$ cat config.mk
export PLATFORM = sky130hd
export DESIGN_NAME = mem_req_arbiter
export DESIGN_NICKNAME = d
export VERILOG_FILES = /design/src/rtl/arb_pkg.sv /design/src/rtl/req_tag_fifo.sv /design/src/rtl/mem_req_arbiter.sv
export SDC_FILE = /design/constraint.sdc
export NUM_CORES = 1
export LEC_CHECK = 0
export ABC_AREA = 1
export BUFFER_PORTS_ARGS = -buffer_cell sky130_fd_sc_hd__buf_2
export CORE_AREA = 5 5 122 124
export CTS_CLUSTER_SIZE = 40
export DETAILED_ROUTE_END_ITERATION = 8
export DIE_AREA = 0 0 127 129
export GPL_TIMING_DRIVEN = 0
export PLACE_DENSITY = 0.51
export SETUP_SLACK_MARGIN = 0.02
export SYNTH_ARGS = -nofsm -noshare
export SYNTH_HDL_FRONTEND = slang
export SYNTH_SLANG_ARGS = --single-unit
$ cat constraint.sdc
create_clock -name clk -period 3.2 [get_ports clk]
set_input_delay 0.64 -clock clk [delete_from_list [all_inputs] [get_ports clk]]
set_output_delay 0.64 -clock clk [all_outputs]
set_load 0.005 [all_outputs]
$ cat src/rtl/arb_pkg.sv
// Shared types for the memory-port arbiter: master tags, FSM states and
// the size codes used by the execute stage.
package arb_pkg;
    typedef enum logic {TAG_INST = 1'b0, TAG_DATA = 1'b1} tag_e;

    typedef enum logic [1:0] {ST_IDLE = 2'd0, ST_HOLD_D = 2'd1, ST_HOLD_I = 2'd2} arb_st_e;

    localparam logic [1:0] SIZE_BYTE = 2'd0;
    localparam logic [1:0] SIZE_HALF = 2'd1;
    localparam logic [1:0] SIZE_WORD = 2'd2;
endpackage

$ cat src/rtl/req_tag_fifo.sv
// In-order FIFO of 1-bit originator tags for accepted-but-unanswered requests.
module req_tag_fifo
    import arb_pkg::*;
#(
    parameter int DEPTH = 4,
    localparam int PW = $clog2(DEPTH),
    localparam int CW = $clog2(DEPTH + 1)
) (
    input  logic          clk,
    input  logic          resetn,
    input  logic          push_i,
    input  tag_e          push_tag_i,
    input  logic          pop_i,
    output tag_e          head_o,
    output logic [CW-1:0] cnt_o,
    output logic          full_o,
    output logic          empty_o
);
    logic [DEPTH-1:0] tag_q;
    logic [PW-1:0]    wr_ptr_q, rd_ptr_q;
    logic [CW-1:0]    cnt_q, cnt_d;
    logic             do_push, do_pop;

    assign full_o  = (cnt_q == CW'(DEPTH));
    assign empty_o = (cnt_q == '0);
    assign cnt_o   = cnt_q;
    assign head_o  = tag_e'(tag_q[rd_ptr_q]);

    // A push into a full FIFO is only legal when the head leaves that same cycle.
    assign do_push = push_i & (~full_o | pop_i);
    assign do_pop  = pop_i & ~empty_o;

    always_comb begin
        cnt_d = cnt_q;
        case ({do_push, do_pop})
            2'b10:   cnt_d = cnt_q + CW'(1);
            2'b01:   cnt_d = cnt_q - CW'(1);
            default: cnt_d = cnt_q;
        endcase
    end

    always_ff @(posedge clk or negedge resetn) begin
        if (!resetn) begin
            tag_q    <= '0;
            wr_ptr_q <= '0;
            rd_ptr_q <= '0;
            cnt_q    <= '0;
        end else begin
            if (do_push) begin
                tag_q[wr_ptr_q] <= push_tag_i;
                wr_ptr_q        <= wr_ptr_q + PW'(1);
            end
            if (do_pop) rd_ptr_q <= rd_ptr_q + PW'(1);
            cnt_q <= cnt_d;
        end
    end
endmodule

$ cat src/rtl/mem_req_arbiter.sv
// Shares one sram-like port between fetch and data masters: data priority with
// a starvation guard, held grants, and in-order routing of responses.
module mem_req_arbiter
    import arb_pkg::*;
#(
    parameter int OUT_DEPTH = 4,
    parameter int MAX_D_RUN = 4
) (
    input  logic        clk,
    input  logic        resetn,
    input  logic        inst_req,
    input  logic        inst_wr,
    input  logic [1:0]  inst_size,
    input  logic [3:0]  inst_wstrb,
    input  logic [31:0] inst_addr,
    input  logic [31:0] inst_wdata,
    output logic        inst_addr_ok,
    output logic        inst_data_ok,
    output logic [31:0] inst_rdata,
    input  logic        data_req,
    input  logic        data_wr,
    input  logic [1:0]  data_size,
    input  logic [3:0]  data_wstrb,
    input  logic [31:0] data_addr,
    input  logic [31:0] data_wdata,
    output logic        data_addr_ok,
    output logic        data_data_ok,
    output logic [31:0] data_rdata,
    output logic        mem_req,
    output logic        mem_wr,
    output logic [1:0]  mem_size,
    output logic [3:0]  mem_wstrb,
    output logic [31:0] mem_addr,
    output logic [31:0] mem_wdata,
    input  logic        mem_addr_ok,
    input  logic        mem_data_ok,
    input  logic [31:0] mem_rdata,
    output logic        err_unexp_ok
);
    localparam int DW = $clog2(MAX_D_RUN + 1);
    localparam int CW = $clog2(OUT_DEPTH + 1);

    arb_st_e       st_q, st_d;
    logic [DW-1:0] drun_q, drun_d;
    logic          err_q, err_d;
    tag_e          sel, head;
    logic          req_c, accept, fifo_full, fifo_empty;
    logic [CW-1:0] tag_cnt;

    always_ff @(posedge clk or negedge resetn) begin
        if (!resetn) begin
            st_q   <= ST_IDLE;
            drun_q <= '0;
            err_q  <= 1'b0;
        end else begin
            st_q   <= st_d;
            drun_q <= drun_d;
            err_q  <= err_d;
        end
    end

    // Output process: selection and request; HOLD states freeze the chosen master.
    always_comb begin
        sel   = TAG_DATA;
        req_c = 1'b0;
        case (st_q)
            ST_HOLD_D: begin sel = TAG_DATA; req_c = 1'b1; end
            ST_HOLD_I: begin sel = TAG_INST; req_c = 1'b1; end
            default: begin
                if (!data_req || (inst_req && drun_q == DW'(MAX_D_RUN))) sel = TAG_INST;
                req_c = (inst_req | data_req) & ~fifo_full;
            end
        endcase
    end

    always_comb begin
        st_d = st_q;
        case (st_q)
            ST_IDLE:   if (req_c && !mem_addr_ok) st_d = (sel == TAG_DATA) ? ST_HOLD_D : ST_HOLD_I;
            ST_HOLD_D,
            ST_HOLD_I: if (mem_addr_ok) st_d = ST_IDLE;
            default:   st_d = ST_IDLE;
        endcase
    end

    assign accept = req_c & mem_addr_ok;

    always_comb begin
        drun_d = drun_q;
        if (!inst_req || (accept && sel == TAG_INST))
            drun_d = '0;
        else if (accept && drun_q != DW'(MAX_D_RUN))
            drun_d = drun_q + DW'(1);
    end

    assign err_d = err_q | (mem_data_ok & fifo_empty);

    req_tag_fifo #(.DEPTH(OUT_DEPTH)) u_fifo (
        .clk        (clk),
        .resetn     (resetn),
        .push_i     (accept),
        .push_tag_i (sel),
        .pop_i      (mem_data_ok),
        .head_o     (head),
        .cnt_o      (tag_cnt),
        .full_o     (fifo_full),
        .empty_o    (fifo_empty)
    );

    // Every output is gated by resetn so combinational paths are quiet in reset.
    always_comb begin
        mem_req   = req_c & resetn;
        mem_wr    = 1'b0;
        mem_size  = '0;
        mem_wstrb = '0;
        mem_addr  = '0;
        mem_wdata = '0;
        if (mem_req) begin
            if (sel == TAG_DATA) begin
                mem_wr = data_wr; mem_size = data_size; mem_wstrb = data_wstrb;
                mem_addr = data_addr; mem_wdata = data_wdata;
            end else begin
                mem_wr = inst_wr; mem_size = inst_size; mem_wstrb = inst_wstrb;
                mem_addr = inst_addr; mem_wdata = inst_wdata;
            end
        end
    end

    assign inst_addr_ok = mem_req & mem_addr_ok & (sel == TAG_INST);
    assign data_addr_ok = mem_req & mem_addr_ok & (sel == TAG_DATA);
    assign inst_data_ok = resetn & mem_data_ok & (tag_cnt != '0) & (head == TAG_INST);
    assign data_data_ok = resetn & mem_data_ok & (tag_cnt != '0) & (head == TAG_DATA);
    assign inst_rdata   = resetn ? mem_rdata : '0;
    assign data_rdata   = resetn ? mem_rdata : '0;
    assign err_unexp_ok = err_q & resetn;
endmodule
Yosys cells after proc, flatten, opt, wreduce, memory -nomap -nowiden
Index checks and enable logic that the tools add are counted.
{"block": "totals", "register_bits": 17, "latchBits": 0, "ramBits": 0, "rom_bits": 0, "inputBits": 180, "out_inout_bits": 141, "elab_cells": 88, "mem_count": 0}
{"block": "op_classes", "addsub": 5, "multipliers": 0, "div_mod_pow": 0, "n_lt_le_gt_ge": 3, "eq_ne": 9, "shifts": 0, "mux": 26, "n_bitwise": 21, "reduce_logical": 17}
{"operator": "two-way mux 32 bit", "count": 5}
{"operator": "AND 1 bit", "count": 14}
{"operator": "two-way mux 2 bit", "count": 5}
{"operator": "two-way mux 4 bit", "count": 2}
{"operator": "adder 3 x 1 -> 3 bit (second input constant)", "count": 2}
{"operator": "== test 3 bit (second input constant)", "count": 2}
{"operator": "< comparator 2 x 3 -> 1 bit (second input constant)", "count": 2}
{"operator": "two-way mux 1 bit", "count": 6}
{"operator": "two-way mux 3 bit", "count": 2}
{"operator": "one-hot mux 3 bit (2 select lines)", "count": 1}
{"operator": "logical AND 1 bit", "count": 5}
{"operator": "adder 2 x 1 -> 2 bit (second input constant)", "count": 2}
{"operator": "bitwise mux 4 bit", "count": 1}
{"operator": "== test 2 x 1 -> 1 bit (second input constant)", "count": 2}
{"operator": "== test 2 bit (second input constant)", "count": 2}
{"operator": "NOT 1 bit", "count": 4}
{"operator": "one-hot mux 2 bit (2 select lines)", "count": 1}
{"operator": "nonzero test 2 bit", "count": 2}
{"operator": "logical NOT 1 bit", "count": 3}
{"operator": "logical NOT 3 bit", "count": 1}
{"operator": "!= test 3 bit (second input constant)", "count": 1}
{"operator": "bitwise OR 1 bit", "count": 3}
{"operator": "nonzero test 3 bit", "count": 1}
{"operator": "subtractor 3 x 1 -> 3 bit (second input constant)", "count": 1}
{"operator": "10 further kinds", "count": 11}

Longest topological paths before layout
{"block": "depth", "word_depth": 9, "depth_mapped": 11}

Hierarchy
Synthesis repeated with hierarchy kept, for this count alone.
{"block": "unflattened", "cells_unflattened": 473, "hier_area_um2": 2713.9}
{"module": "mem_req_arbiter", "n_inst": 1, "cells_each": 398, "area_per_inst_um2": 2043.2, "seq_area_each_um2": 150.1}
{"module": "req_tag_fifo", "n_inst": 1, "cells_each": 75, "area_per_inst_um2": 670.6, "seq_area_each_um2": 275.3}

Worst setup path before layout
No wires, ideal clock.
{"block": "synth_path", "path_type": "input to register", "from": "input port inst_req", "to": "register u_fifo.cnt_q[2], in the netlist u_fifo.cnt_o[2]", "setup_time_ns": 0.131, "t_arrival_ns": 2.096, "path_slack_ns": 0.973, "cell_stages": 10, "path_cell_list": "or2_1 -> nand2_2 -> a21oi_4 -> nand2_1 -> ha_1 -> inv_1 -> fa_1 -> a21oi_1 -> o21ai_0 -> xor2_1"}
{"block": "synth_via", "elab_chain_len": 7, "word_cells_on_any_way": 9, "classes_between": "eq/ne: 2; mux: 2; bitwise: 4; reduce/logical: 1"}
{"element": "start: declaration", "line_no": "mem_req_arbiter.sv:11", "rtl": "input logic inst_req,"}
{"element": "bitwise OR 1 bit (*)", "line_no": "mem_req_arbiter.sv:71", "rtl": "req_c = (inst_req | data_req) & ~fifo_full;"}
{"element": "AND 1 bit (*)", "line_no": "mem_req_arbiter.sv:71"}
{"element": "two-way mux 1 bit (*)", "line_no": "mem_req_arbiter.sv:66", "rtl": "case (st_q)"}
{"element": "AND 1 bit (*)", "line_no": "mem_req_arbiter.sv:86", "rtl": "assign accept = req_c & mem_addr_ok;"}
{"element": "AND 1 bit (*)", "line_no": "req_tag_fifo.sv:30", "rtl": "assign do_push = push_i & (~full_o | pop_i);"}
{"element": "== test 2 x 1 -> 1 bit or == test 2 bit (tied branches)", "line_no": "req_tag_fifo.sv:35", "rtl": "case ({do_push, do_pop})"}
{"element": "one-hot mux 3 bit (2 select lines) or nonzero test 2 bit (tied branches)"}
{"element": "end signal: assignment", "line_no": "req_tag_fifo.sv:54", "rtl": "cnt_q <= cnt_d;"}
{"element": "end: declaration", "line_no": "req_tag_fifo.sv:21", "rtl": "logic [CW-1:0] cnt_q, cnt_d;"}
Every way passes the cells marked *; elsewhere a longest branch is shown, timed or not.
A chain may end at the register's enable or synchronous reset.

Worst setup path after layout
{"block": "layout_path", "from": "input port resetn", "to": "output port inst_rdata[17]"}
{"block": "layout_via", "elab_chain_len": 1}
{"element": "start: declaration", "line_no": "mem_req_arbiter.sv:10", "rtl": "input logic resetn,"}
{"element": "two-way mux 32 bit", "line_no": "mem_req_arbiter.sv:133", "rtl": "assign inst_rdata = resetn ? mem_rdata : '0;"}
{"element": "end: declaration", "line_no": "mem_req_arbiter.sv:19", "rtl": "output logic [31:0] inst_rdata,"}
Every way passes these cells.

==> flow_metrics.py <==
metrics = {
    "status": {
        "status": "finished, final reports clean",
    },
    "die": {
        "die_area_sq_mm": 0.0164,
        "core_sq_mm": 0.0137,
        "die_y_um": 129,
        "start_util_pct": 20.0,
        "num_io_pins": 321,
        "die_x_um": 127,
        "num_rows": 43,
    },
    "synthesis": {
        "synth-edff-count": 0,
        "postSynthRegisterBits": 17,
        "synth_area_sq_mm": 0.00273,
        "ys_warn_count": 0,
        "synth.distinct_cells": 32,
        "postSynth.asyncResetShare_pct": 100,
        "synth_top_area_share_pct": 25.6,
        "synth_area_per_cell_sq_um": 5.95,
        "synth-main-ff-cell": "dfrtp_1",
        "synthTopCellsByArea": "nand2_1, dfrtp_1, a21oi_1",
        "yosysTopAreaCell": "nand2_1",
        "ys_seq_area_share_pct": 15.6,
        "synth_common_cells": "nand2_1, a21oi_1, inv_1",
        "syn-num-nets": 649,
        "synthCells": 459,
        "post-synth-top-count-cell": "nand2_1",
    },
    "sta": {
        "hold_viol_final": 0,
        "post-route-min-period_ps": 2780,
        "whs_ps": 318,
        "fin_setup_tns_ps": 0,
        "slew_violations": 0,
        "clock_skew_ps": 2.66,
        "rsz0062_at_grt": "false",
        "setup_slack_ps": 422,
        "slew_headroom_pct": 70.9,
        "finalSetupViolCount": 0,
        "max_freq_mhz": 360,
        "fin_crit_sh_pct": 86.8,
        "worstMarginPinSlew_ps": 436,
    },
    "hold_path": {
        "hold_path.class": "in2async",
    },
    "cells_and_area": {
        "n_antenna_cell": 0,
        "layout-drive-gt1-share_pct": 53.9,
        "seq_area_sq_um": 425,
        "multi_input_area_sq_mm": 0.00167,
        "syn2layout_area_growth_pct": 69.8,
        "num-fill-cells": 1530,
        "nNetsFinal": 974,
        "fin_area_sq_mm": 0.00464,
    },
    "clock_tree": {
        "post_cts_buffers": 0,
        "ctsHtreeMaxLevel": 1,
        "cts.sinks": 17,
        "clk_path_buf_depth": 2,
        "cts_tree": "built",
        "cts_resized": 0,
        "hold_buffers": 0,
        "cts_root_buf": "clkbuf_16",
        "clkLatencyLatePin_ps": 250,
        "clk_pin_slew_worst_paths_ps": 50,
        "cts_inserted_buffers": 3,
    },
    "critical_path": {
        "critPathKind": "in2out",
        "worstPathCellList": "buf_2 > buf_2 > clkbuf_1 > nand2_1 > inv_1 > buf_4 > buf_2",
        "cp_num_buf_inv": 6,
        "path_common_cell": "buf_2",
        "reg2regPathDepth": 9,
        "cp-end-kind": "output port",
        "crit_arrival_ps": 2140,
        "cp-start-kind": "input port",
        "regToRegSetupSlack_ps": 940,
        "crit_family": "buffers and inverters",
        "cpPeakStageDelay_ps": 390,
        "cp_slowest_cell": "clkbuf_1",
        "critPathRequiredTime_ps": 2560,
        "r2r_start": "st_q[0]$_DFFE_PN0P_",
        "path_max_fanout": 18,
        "reg2reg_to": "u_fifo.cnt_o[1]$_DFFE_PN0P_",
    },
    "grt": {
        "grt_pass1_wl_um": 18600,
        "grt.overflow.total": 0,
        "grt_max_degree": 19,
        "grt_antenna_before_repair": 0,
        "grt_use_total_pct": 13.9,
        "grt_pass1_vias": 3826,
    },
    "route": {
        "antenna_left": 0,
        "routed_wl_um": 12900,
        "drt-wirelength-per-cell_um": 13.4,
        "dr_total_vias": 3920,
        "drtPass1Iterations": 4,
        "drtIter0Drc": 127,
        "avgViaCountPerCell": 4.07,
        "drc": 0,
    },
    "job": {
        "maxCapViolCount": 0,
    },
    "pwr": {
        "ir_drop_mv": 0.230,
        "p_leak_nw": 3.01,
        "pwr_density_cell_mw_per_mm2": 575,
    },
    "place": {
        "gp_congestion": 0.847,
        "place_area_sq_mm": 0.00456,
        "dp_slack_ps": 358,
        "dp_hpwl_um": 11200,
        "port_buffers": 320,
    },
}
layout by cell type (no fill, tap or decap), types with 2 or more instances in the layout:
| cell | instances |
|---|---|
| a21oi_1 | 61 |
| a21oi_2 | 15 |
| buf_12 | 3 |
| buf_2 | 333 |
| buf_4 | 37 |
| buf_6 | 2 |
| clkbuf_1 | 3 |
| clkbuf_16 | 3 |
| dfrtp_1 | 17 |
| ha_1 | 9 |
| inv_1 | 47 |
| inv_2 | 4 |
| nand2_1 | 186 |
| nand2_2 | 13 |
| nand2_4 | 7 |
| nand3_1 | 7 |
| nand3_2 | 2 |
| nand4_1 | 2 |
| nor2_1 | 7 |
| o21ai_0 | 2 |
| o21ai_1 | 8 |
| xor2_1 | 4 |
metrics by stage:
stage	power (mW)	utilization (%)	std cells
floorplan	1.68	-	459
global placement	2.44	33.3	959
detailed placement	2.44	33.3	959
CTS	2.71	33.9	963
global route	2.94	33.9	963
finish	2.66	33.9	963
state kept, by name, indices dropped and copies added, names as in the netlist:
name,flops
st_q,2
err_q,1
u_fifo.tag_q,4
drun_q,3
u_fifo.wr_ptr_q,2
u_fifo.cnt_o,3
u_fifo.rd_ptr_q,2
cell families after synthesis:
logic type	share of synthesized area [%]
flip-flops	15.6
AND/OR/NAND/NOR	35.9
adder cells (fa/ha/maj)	4.86
XOR/XNOR	1.60
buffers and inverters	23.4
AO/OA/AOI/OAI	18.7
worst reg2reg max path, cell delays in order (launching register included):
cell and delay [ps]:
dfrtp_1 360, inv_1 50, ha_1 320, clkinv_1 170
a21oi_4 220, nand2_1 150, ha_1 210, inv_1 100
fa_1 420, o21ai_0 160
layer usage:
metal,wire [um],vias up,track usage (%),part of all wire (%)
li1,-,2029,-,-
met1,4760,1658,15.5,37
met2,6610,217,26.8,51
met3,1330,16,2.86,10
met4,215,0,3.22,1.7
met5,0,-,0,0
where the power goes:
part	internal [mW]	switching [mW]	total, mW	leakage (nW)
clock	0.169	0.0867	0.256	0.0382
sequential	0.302	0.0600	0.362	0.208
combinational	0.851	1.20	2.05	2.77
layout make-up:
type / instances / area share (%)
sequential: 17 / 9.18
timing repair buffer: 320 / 34.5
inverter: 53 / 4.35
tap: 180 / 4.86
buffer: 58 / 9.42
multi-input combinational: 331 / 36.0
clock buffer: 4 / 1.70
how the worst max path moves through the flow:
stage / startpoint / endpoint / slack (ps) / cells past startpoint
5_1_grt: resetn / inst_rdata[11] / 130 / 7
4_1_cts: resetn / inst_rdata[17] / 350 / 7
6_report: resetn / inst_rdata[17] / 420 / 7
3_3_place_gp: resetn / inst_rdata[17] / 330 / 7
2_1_floorplan: inst_req / u_fifo.cnt_o[2]$_DFFE_PN0P_ / 970 / 10
3_5_place_dp: resetn / inst_rdata[17] / 360 / 7
Power figures use the tool's default switching activity.
